`src/rtl/approx_err_monitor_pkg.sv`:
```
// Shared types, default widths and the exact abs-diff reference function for the
// approximate abs-diff evaluators.
package approx_eval_pkg;

  localparam int DEF_IN_W    = 4;
  localparam int DEF_OUT_W   = 2;
  localparam int DEF_DUT_LAT = 0;
  localparam int DEF_CNT_W   = 8;

  typedef enum logic [1:0] {
    IDLE  = 2'd0,
    SWEEP = 2'd1,
    DRAIN = 2'd2,
    DONE  = 2'd3
  } state_e;

  // |A-B| at IN_W/2+1 bits, truncated to the DUT output width
  function automatic logic [DEF_OUT_W-1:0] abs_diff_exact(input logic [DEF_IN_W-1:0] vec);
    logic [DEF_IN_W/2:0] a;
    logic [DEF_IN_W/2:0] b;
    logic [DEF_IN_W/2:0] d;
    a = {1'b0, vec[DEF_IN_W-1:DEF_IN_W/2]};
    b = {1'b0, vec[DEF_IN_W/2-1:0]};
    d = (a >= b) ? (a - b) : (b - a);
    return DEF_OUT_W'(d);
  endfunction

endpackage

```
`src/rtl/approx_err_monitor_abs_diff_ref.sv`:
```
// abs_diff_ref: combinational exact |A-B| golden model, A = upper half of vec,
// B = lower half, result truncated to OUT_W bits.
module abs_diff_ref
  import approx_eval_pkg::*;
#(
  parameter int IN_W  = DEF_IN_W,
  parameter int OUT_W = DEF_OUT_W
) (
  input  logic [IN_W-1:0]  vec,
  output logic [OUT_W-1:0] exact
);

  localparam int H = IN_W / 2;

  logic [H:0] a;
  logic [H:0] b;
  logic [H:0] d;

  always_comb begin
    a     = {1'b0, vec[IN_W-1:H]};
    b     = {1'b0, vec[H-1:0]};
    d     = (a >= b) ? (a - b) : (b - a);
    exact = OUT_W'(d);
  end

endmodule

```
`src/rtl/approx_err_monitor.sv`:
```
// approx_err_monitor: sweeps every input vector through an approximate abs-diff DUT and
// scores it against the exact result. Define APPROX_ERR_TRACE_EN for first-failure trace ports.
// state | meaning
// IDLE  | waiting for start, dut_in parked at 0
// SWEEP | driving vectors 0..2^IN_W-1, one per cycle
// DRAIN | DUT_LAT+1 cycles until the last response is accumulated
// DONE  | one-cycle done pulse, results final
module approx_err_monitor
  import approx_eval_pkg::*;
#(
  parameter int IN_W    = DEF_IN_W,
  parameter int OUT_W   = DEF_OUT_W,
  parameter int DUT_LAT = DEF_DUT_LAT,
  parameter int CNT_W   = DEF_CNT_W
) (
  input  logic             clk,
  input  logic             rst_n,
  input  logic             start,
  input  logic [OUT_W-1:0] et,
  output logic [IN_W-1:0]  dut_in,
  input  logic [OUT_W-1:0] dut_out,
  output logic             busy,
  output logic             done,
  output logic             pass,
  output logic [OUT_W-1:0] max_err,
  output logic [CNT_W-1:0] err_cnt,
`ifdef APPROX_ERR_TRACE_EN
  output logic             first_fail_vld,
  output logic [IN_W-1:0]  first_fail_vec,
  output logic [OUT_W-1:0] first_fail_out,
`endif
  output logic [CNT_W-1:0] err_sum
);

  localparam int DRN_W = $clog2(DUT_LAT + 2);

  state_e             state_q, state_d;
  logic [IN_W-1:0]    dut_in_q, dut_in_d;
  logic [OUT_W-1:0]   et_q, et_d;
  logic [DRN_W-1:0]   drn_q, drn_d;
  logic               pass_q, pass_d;
  logic [OUT_W-1:0]   max_q, max_d;
  logic [CNT_W-1:0]   cnt_q, cnt_d;
  logic [CNT_W-1:0]   sum_q, sum_d;
  logic [OUT_W-1:0]   err_q, err_d;
  logic               err_vld_q, err_vld_d;
  logic [CNT_W:0]     sum_ext;
  logic [IN_W-1:0]    dly_vec;
  logic               dly_vld;
  logic [OUT_W-1:0]   exact;
  logic               sweep_vld;
  logic               accept;

  assign sweep_vld = (state_q == SWEEP);
  assign accept    = (state_q == IDLE) && start;

  // Delay line aligning each driven vector with the DUT response it produces
  generate
    if (DUT_LAT == 0) begin : g_no_dly
      assign dly_vec = dut_in_q;
      assign dly_vld = sweep_vld;
    end else begin : g_dly
      logic [DUT_LAT-1:0][IN_W-1:0] sr_vec_q, sr_vec_d;
      logic [DUT_LAT-1:0]           sr_vld_q, sr_vld_d;

      always_comb begin
        sr_vec_d    = sr_vec_q;
        sr_vld_d    = sr_vld_q;
        sr_vec_d[0] = dut_in_q;
        sr_vld_d[0] = sweep_vld;
        for (int i = 1; i < DUT_LAT; i++) begin
          sr_vec_d[i] = sr_vec_q[i-1];
          sr_vld_d[i] = sr_vld_q[i-1];
        end
      end

      always_ff @(posedge clk) begin
        if (!rst_n) begin
          sr_vec_q <= '0;
          sr_vld_q <= '0;
        end else begin
          sr_vec_q <= sr_vec_d;
          sr_vld_q <= sr_vld_d;
        end
      end

      assign dly_vec = sr_vec_q[DUT_LAT-1];
      assign dly_vld = sr_vld_q[DUT_LAT-1];
    end
  endgenerate

  abs_diff_ref #(.IN_W(IN_W), .OUT_W(OUT_W)) u_ref (
    .vec   (dly_vec),
    .exact (exact)
  );

  always_comb begin
    err_d     = (exact >= dut_out) ? (exact - dut_out) : (dut_out - exact);
    err_vld_d = dly_vld;
  end

  always_comb begin
    state_d  = state_q;
    dut_in_d = dut_in_q;
    drn_d    = drn_q;
    case (state_q)
      IDLE: begin
        dut_in_d = '0;
        if (start) state_d = SWEEP;
      end
      SWEEP: begin
        if (dut_in_q == {IN_W{1'b1}}) begin
          state_d = DRAIN;
          drn_d   = DRN_W'(DUT_LAT);
        end else begin
          dut_in_d = dut_in_q + IN_W'(1);
        end
      end
      DRAIN: begin
        if (drn_q == '0) state_d = DONE;
        else             drn_d   = drn_q - DRN_W'(1);
      end
      DONE: begin
        state_d  = IDLE;
        dut_in_d = '0;
      end
      default: state_d = IDLE;
    endcase
  end

  always_comb begin
    et_d    = et_q;
    pass_d  = pass_q;
    max_d   = max_q;
    cnt_d   = cnt_q;
    sum_d   = sum_q;
    sum_ext = {1'b0, sum_q} + (CNT_W+1)'(err_q);
    if (accept) begin
      et_d   = et;
      pass_d = 1'b0;
      max_d  = '0;
      cnt_d  = '0;
      sum_d  = '0;
    end else if (err_vld_q) begin
      if (err_q > max_q) max_d = err_q;
      if ((err_q != '0) && (cnt_q != {CNT_W{1'b1}})) cnt_d = cnt_q + CNT_W'(1);
      sum_d = sum_ext[CNT_W] ? {CNT_W{1'b1}} : sum_ext[CNT_W-1:0];
    end
    // Last response lands on the same edge as DONE, so judge the final maximum
    if ((state_q == DRAIN) && (drn_q == '0)) pass_d = (max_d <= et_q);
  end

  always_ff @(posedge clk) begin
    if (!rst_n) begin
      state_q   <= IDLE;
      dut_in_q  <= '0;
      et_q      <= '0;
      drn_q     <= '0;
      pass_q    <= 1'b0;
      max_q     <= '0;
      cnt_q     <= '0;
      sum_q     <= '0;
      err_q     <= '0;
      err_vld_q <= 1'b0;
    end else begin
      state_q   <= state_d;
      dut_in_q  <= dut_in_d;
      et_q      <= et_d;
      drn_q     <= drn_d;
      pass_q    <= pass_d;
      max_q     <= max_d;
      cnt_q     <= cnt_d;
      sum_q     <= sum_d;
      err_q     <= err_d;
      err_vld_q <= err_vld_d;
    end
  end

`ifdef APPROX_ERR_TRACE_EN
  logic [IN_W-1:0]  err_vec_q;
  logic [OUT_W-1:0] err_out_q;
  logic             ff_vld_q, ff_vld_d;
  logic [IN_W-1:0]  ff_vec_q, ff_vec_d;
  logic [OUT_W-1:0] ff_out_q, ff_out_d;

  always_comb begin
    ff_vld_d = ff_vld_q;
    ff_vec_d = ff_vec_q;
    ff_out_d = ff_out_q;
    if (accept) begin
      ff_vld_d = 1'b0;
      ff_vec_d = '0;
      ff_out_d = '0;
    end else if (err_vld_q && (err_q > et_q) && !ff_vld_q) begin
      ff_vld_d = 1'b1;
      ff_vec_d = err_vec_q;
      ff_out_d = err_out_q;
    end
  end

  always_ff @(posedge clk) begin
    if (!rst_n) begin
      err_vec_q <= '0;
      err_out_q <= '0;
      ff_vld_q  <= 1'b0;
      ff_vec_q  <= '0;
      ff_out_q  <= '0;
    end else begin
      err_vec_q <= dly_vec;
      err_out_q <= dut_out;
      ff_vld_q  <= ff_vld_d;
      ff_vec_q  <= ff_vec_d;
      ff_out_q  <= ff_out_d;
    end
  end

  assign first_fail_vld = ff_vld_q;
  assign first_fail_vec = ff_vec_q;
  assign first_fail_out = ff_out_q;
`endif

  assign dut_in  = dut_in_q;
  assign busy    = (state_q == SWEEP) || (state_q == DRAIN);
  assign done    = (state_q == DONE);
  assign pass    = pass_q;
  assign max_err = max_q;
  assign err_cnt = cnt_q;
  assign err_sum = sum_q;

endmodule

```
`config.mk`:
```
export PLATFORM = sky130hd
export DESIGN_NAME = approx_err_monitor
export DESIGN_NICKNAME = d
export VERILOG_FILES = /design/src/rtl/approx_err_monitor_pkg.sv /design/src/rtl/approx_err_monitor_abs_diff_ref.sv /design/src/rtl/approx_err_monitor.sv
export SDC_FILE = /design/constraint.sdc
export NUM_CORES = 1
export LEC_CHECK = 0
export ABC_AREA = 1
export ABC_CLOCK_PERIOD_IN_PS = 4260
export BUFFER_PORTS_ARGS = -buffer_cell sky130_fd_sc_hd__buf_2
export CAP_MARGIN = 20
export CORE_AREA = 10 10 90 92
export CTS_BUF_LIST = sky130_fd_sc_hd__clkbuf_8
export DETAILED_ROUTE_END_ITERATION = 10
export DIE_AREA = 0 0 100 102
export HOLD_SLACK_MARGIN = 0.02
export SYNTH_ARGS = -nofsm -noshare
export SYNTH_HDL_FRONTEND = slang
export SYNTH_SLANG_ARGS = --single-unit
```
`constraint.sdc`:
```
create_clock -name clk -period 4.26 [get_ports clk]
set_input_delay 0 -clock clk [delete_from_list [all_inputs] [get_ports clk]]
set_output_delay 0 -clock clk [all_outputs]
set_load 0.02 [all_outputs]
```
==> run summary, run 1 <==
flop and latch count out of synthesis = 30
Nets = 316
CTS tree = done
Crit path required time = 4.43 ns
cell with the most instances after synthesis = nand2_1
CTS Sinks = 30
io pins = 32
CP startpoint kind = flop
worst slew pin tran = 0.4550 ns
Worst Skew = 0.005702 ns
run status = complete, no violations
# port buffers = 31
Sw Share = 41.33%
fin crit share = 54.22%
max cap viols = 0
routed via count = 1619
Routed WL per cell = 10.91 um
clock slew at reported path FFs = 0.06 ns
vias in the first global route = 1577
Async SR Flop Fraction = 0%
Diodes inserted = 0
row cnt = 29
WP data arrival = 2.48 ns
PostCTS Resize Cnt = 0
Clock power frac = 21.1%
Hold Crit Endpoint = err_vld_q$_SDFF_PN0_
Setup Crit Path Kind = flop to flop
synthesized area per cell = 7.512 sq um
RSZ-0062 raised after global routing = no
antenna violations before repair = 0
Congestion Overflow GR = 0
Residual DRC = 0
Pwr Total = 0.0009835 W
DRT antenna net count = 0
Vias/cell = 4.460
Critical R2R Launch = dut_in[2]$_SDFFE_PN0P_
Post-Syn Area = 1871 sq um
Fin. Hold Viols = 0
Hold Startpoint = rst_n
cell taking the most area after synthesis = dfxtp_1
CORE AREA = 6277 sq um
first-pass GRT wire length = 6831 um
Die Span X = 100 um
final number of setup-violating endpoints = 0
total wire length = 3961 um
hold path cells = 3
Clock Tree Root = clkbuf_8
static leakage = 1.029 nW
Yosys cell types = 31
multi-input gate area in the final layout = 1096 sq um
Post-synth top cells = nand2_1, inv_1, dfxtp_1, ha_1, nor2_1
share of the yosys chip area belonging to registers = 32.11%
Max Fclk = 433.0 MHz
Area Overhead vs Synth = 17.53%
Syn Nets = 279
HP Class = input port to flop
Ys Warns = 0
Cells after Synth = 249
total global-route track usage = 8.040%
pwr dens = 447.4 nW/um^2
min cycle time layout = 2.310 ns
Max VDD drop = 0.3815 mV
DRT Pass-1 Iters = 5
clk buf depth = 2
largest net degree at the start of global routing = 14
worst-skew pair later-pin latency = 0.28 ns
Worst R2R Setup Slack = 1.95 ns
Initial Utilization = 29.80%
cell internal pwr = 0.0005770 W
P_sw = 0.0004065 W
Crit Path Max Fanout = 7
DP Wirelength = 3111 um
Synth area leaders = dfxtp_1, ha_1, nand2_1
post-route setup TNS = 0 ns
worst r2r path cells = 11
die height = 102 um
combinational power share = 42.5%
layout cells sized above 1 = 19.58%
post-layout utilization of the core = 35.02%
sequential share of power = 36.5%
EDFF count, synth = 0
Worst setup EP type = flop
register area = 600.6 sq um
Critical R2R Capture = err_q[1]$_SDFF_PN0_
H-tree Lvls = 2
Yosys top cell area share = 32.11%
initial DRC count = 40
gpl congestion = 0.8297
Slew headroom = 69.63%
Max Slew Vio Count = 0
ys flop type = dfxtp_1
TritonCTS buffer count = 5
fillers = 666
die footprint = 10200 sq um
## power by group through the flow
stage                     sequential (W)  combinational [W]  clock (W)
after floorplan                 0.000370           0.000319          0
after global placement          0.000364           0.000416          0
after detailed placement        0.000365           0.000423          0
after CTS                       0.000359           0.000428   0.000218
after global routing            0.000365           0.000488   0.000231
final                           0.000359           0.000418   0.000207
## placed cells by master, fill, tap and decap left out, types with 2 or more instances in the layout
cell           instances
clkbuf_8               5
nor3_1                 4
xor2_1                 4
nor2_4                 2
nand4_1                5
inv_1                 38
dlygate4sd3_1          2
ha_1                  20
nand3_1               14
inv_2                  5
fa_1                   3
a21oi_1               14
o21ai_0               11
nand3b_1               3
nand2_1               57
dfxtp_1               30
xnor2_1                3
buf_2                 31
nor2_1                17
a21oi_2                6
## state kept, by name, summed over array words and instances (netlist names)
signal,flops
err_q,2
pass,1
err_sum,8
err_vld_q,1
err_cnt,8
dut_in,4
state_q,2
max_err,2
et_q,2
## cell families after synthesis
kind of cell | after synthesis | share of synthesized area [%]
compound gates | 37 | 12.51
xor+xnor | 7 | 3.278
fa+ha+maj | 23 | 16.59
buf+inv | 44 | 9.297
flops | 30 | 32.11
simple gates | 108 | 26.22
## per-stage QoR
| stage | cells | cell area [sq um] | hold slack (ns) | worst slack, ns |
|---|---|---|---|---|
| after CTS | 363 | 2198 | 0.04844 | 1.916 |
| after detailed placement | 354 | 2102 | 0.2664 | 1.919 |
| after floorplan | 249 | 1871 | 0.1663 | 1.928 |
| final | 363 | 2198 | 0.05490 | 1.950 |
| after global placement | 354 | 2102 | 0.2633 | 2.012 |
| after global routing | 363 | 2198 | 0.06406 | 1.710 |
## critical path: stages (launching register included)
cell and delay [ns]:
dfxtp_1 0.42, inv_1 0.09, ha_1 0.19, fa_1 0.48, inv_1 0.04, o21ai_0 0.27, inv_1 0.08, ha_1 0.31
nand2_1 0.07, nand2_1 0.06, o21ai_0 0.15, a21oi_1 0.05
## layout make-up
| class | instances | share of cell area (%) |
|---|---|---|
| Clock buffer | 5 | 3.130 |
| Clock inverter | 2 | 0.3415 |
| Inverter | 41 | 7.001 |
| Multi-Input combinational cell | 175 | 49.86 |
| Sequential cell | 30 | 27.32 |
| Tap cell | 77 | 4.382 |
| Timing Repair Buffer | 33 | 7.968 |
## repair_timing
item	CTS	global route
hold endpoints to repair	2	0
hold buffers	2	0
buffers inserted	0	0
## worst max-delay path by stage
stage	startpoint	to	slack (ns)	cells after the start
4_1_cts	dut_in[2]$_SDFFE_PN0P_	err_q[1]$_SDFF_PN0_	1.92	11
3_3_place_gp	dut_in[2]$_SDFFE_PN0P_	err_q[1]$_SDFF_PN0_	2.01	11
2_1_floorplan	dut_in[2]$_SDFFE_PN0P_	err_q[1]$_SDFF_PN0_	1.93	11
6_report	dut_in[2]$_SDFFE_PN0P_	err_q[1]$_SDFF_PN0_	1.95	11
5_1_grt	dut_in[2]$_SDFFE_PN0P_	err_q[1]$_SDFF_PN0_	1.71	11
3_5_place_dp	dut_in[2]$_SDFFE_PN0P_	err_q[1]$_SDFF_PN0_	1.92	11
## metal layers
metal  share of wire (%)  track usage, %  up-vias  wire length, um
li1                    -               -      871                -
met1                  47           9.273      706             1868
met2                  44           13.09       36             1750
met3                 7.7           3.846        6              305
met4                0.91           2.174        0               36
met5                   0               0        -                0
Note: power is estimated with default switching activity, not from simulation.
==> run 2: changes to the inputs <==
--- a/config.mk
+++ b/config.mk
@@ -6,7 +6,7 @@
 export NUM_CORES = 1
 export LEC_CHECK = 0
 export ABC_AREA = 1
-export ABC_CLOCK_PERIOD_IN_PS = 4260
+export ABC_CLOCK_PERIOD_IN_PS = 2270
 export BUFFER_PORTS_ARGS = -buffer_cell sky130_fd_sc_hd__buf_2
 export CAP_MARGIN = 20
 export CORE_AREA = 10 10 90 92
==> constraint.sdc (replaced) <==
create_clock -name clk -period 2.27 [get_ports clk]
set_input_delay 0 -clock clk [delete_from_list [all_inputs] [get_ports clk]]
set_output_delay 0 -clock clk [all_outputs]
set_load 0.02 [all_outputs]
==> run summary, run 2 (same netlist as run 1, synthesis figures left out) <==
Die Span X = 100 um (unchanged)
Routed WL per cell = 11.01 um (+0.88%)
clk buf depth = 2 (unchanged)
WP data arrival = 2.27 ns (-0.21 ns)
max incr delay on CP = 0.48 ns (about the same)
max cap viols = 0 (unchanged)
first-pass GRT wire length = 7245 um (+6.1%)
Max Slew Vio Count = 0 (unchanged)
final worst slack = 0.1760 ns (-1.774 ns)
Nets = 321 (+1.6%)
gpl congestion = 0.8301 (about the same)
fillers = 696 (+4.5%)
most frequent cells in the layout = nand2_1, inv_1, buf_2
Diodes inserted = 0 (unchanged)
Slew headroom = 70.72% (+1.1 points)
min cycle time layout = 2.094 ns (-0.2157 ns)
total global-route track usage = 8.535% (+0.49 points)
Congestion Overflow GR = 0 (unchanged)
# port buffers = 31 (unchanged)
Top Usage Layer GRT = met2
Crit path required time = 2.45 ns (-1.98 ns)
final number of setup-violating endpoints = 0 (unchanged)
GR Util met2 = 13.34% (+0.25 points)
Setup Crit Path Kind = flop to flop
Worst Skew = 0.002981 ns (-0.002721 ns)
Worst setup EP type = flop
clock slew at reported path FFs = 0.06 ns (about the same)
CP startpoint kind = flop
H-tree Lvls = 2 (unchanged)
DRT antenna net count = 0 (unchanged)
die footprint = 10200 sq um (unchanged)
vias in the first global route = 1664 (+5.5%)
pre-CTS setup slack = 0.03401 ns (-1.885 ns)
crit-path cells = inv_1 -> ha_1 -> fa_1 -> inv_1 -> o21ai_1 -> inv_1 -> ha_1 -> nand2_1 -> nand2_1 -> o21ai_0 -> a21oi_1
worst slew pin tran = 0.4386 ns (-0.01634 ns)
post-route setup TNS = 0 ns (unchanged)
total wire length = 4062 um (+2.5%)
fin crit share = 92.25% (+38 points)
largest net degree at the start of global routing = 14 (unchanged)
HP Class = input port to flop
layout cells sized above 1 = 21.92% (+2.3 points)
commonest non-fill, non-tap cell in the layout = nand2_1
Clock Tree Root = clkbuf_8
io pins = 32 (unchanged)
worst-skew pair later-pin latency = 0.28 ns (about the same)
CP top delay family = adder cells
Crit path buffers/inverters = 3 (unchanged)
Max VDD drop = 0.5958 mV (+56%)
CTS Sinks = 30 (unchanged)
met3 usage in global routing = 4.318% (+0.47 points)
row cnt = 29 (unchanged)
Max Fclk = 477.6 MHz (+10%)
Area Overhead vs Synth = 20.53%
routed via count = 1679 (+3.7%)
initial DRC count = 75 (+88%)
die height = 102 um (unchanged)
Crit Path Max Fanout = 5 (-2)
CORE AREA = 6277 sq um (unchanged)
Vias/cell = 4.550 (+2.0%)
static leakage = 1.062 nW (+3.1%)
Critical Path Most Common Cell = inv_1
run status = complete, no violations
crit path max-delay cell type = fa_1
Residual DRC = 0 (unchanged)
DP Wirelength = 3145 um (+1.1%)
Initial Utilization = 29.80% (unchanged)
Worst R2R Setup Slack = 0.18 ns (-1.77 ns)
M1 GR Usage = 10.00% (+0.73 points)
Fin. Hold Viols = 0 (unchanged)
TritonCTS buffer count = 5 (unchanged)
antenna violations before repair = 0 (unchanged)
pwr dens = 857.5 nW/um^2 (+92%)
CTS tree = done
DRT Pass-1 Iters = 4 (-1)
run 2: cell type report:
| class | count | area (sq um) | share of cell area, % |
|---|---|---|---|
| timing repair buffer | 38 | 212.7 | 9.434 |
| clock buffer | 6 | 82.58 | 3.663 |
| sequential | 30 | 604.3 | 26.80 |
| tap | 77 | 96.34 | 4.273 |
| multi-input combinational | 175 | 1096 | 48.61 |
| clock inverter | 2 | 8.758 | 0.3885 |
| inverter | 41 | 153.9 | 6.826 |
run 2: metrics by stage:
| stage | power [W] | instances | area (sq um) | hold WS [ns] | utilization (%) |
|---|---|---|---|---|---|
| floorplan | 0.001293 | 249 | 1872 | 0.1663 | - |
| global placement | 0.001478 | 355 | 2111 | 0.2600 | 33.63 |
| detailed placement | 0.001492 | 355 | 2111 | 0.2731 | 33.63 |
| CTS | 0.001944 | 365 | 2222 | 0.04984 | 35.40 |
| global route | 0.002138 | 369 | 2255 | 0.06636 | 35.92 |
| finish | 0.001933 | 369 | 2255 | 0.04926 | 35.92 |
run 2: routing by layer:
layer | wire length [um] | vias to the layer above | part of all wire [%]
li1 | - | 879 | -
met1 | 1888 | 750 | 46
met2 | 1765 | 43 | 43
met3 | 364 | 7 | 9.0
met4 | 43 | 0 | 1.1
met5 | 0 | - | 0
run 2: repair_timing:
| action | 4_1_cts | 5_1_grt |
|---|---|---|
| hold buffers | 2 | 0 |
| resized for setup | 0 | 3 |
| buffers inserted | 0 | 4 |
| hold endpoints to repair | 2 | 0 |
| endpoints found under the setup margin | 0 | 1 |
run 2: path summary, 6_finish.rpt:
kind,startpoint,endpoint,depth (start not counted)
setup / recovery,dut_in[2]$_SDFFE_PN0P_,err_q[1]$_SDFF_PN0_,11
hold / removal,rst_n,err_vld_q$_SDFF_PN0_,3
setup reg to reg,dut_in[2]$_SDFFE_PN0P_,err_q[1]$_SDFF_PN0_,11
hold reg to reg,et_q[1]$_SDFFE_PN0P_,et_q[1]$_SDFFE_PN0P_,2
run 2: worst reg2reg max path, delay by kind of cell (launching register included):
| family | cells | cell delay, ns |
|---|---|---|
| flops | 1 | 0.36 |
| buf+inv | 3 | 0.15 |
| compound gates | 3 | 0.37 |
| simple gates | 2 | 0.13 |
| fa+ha+maj | 3 | 0.97 |
run 2: report_power, final:
| part | internal [W] | switching (W) |
|---|---|---|
| clock | 0.000240 | 0.000205 |
| sequential | 0.000598 | 0.0000733 |
| combinational | 0.000306 | 0.000511 |
| total | 0.00114 | 0.000790 |
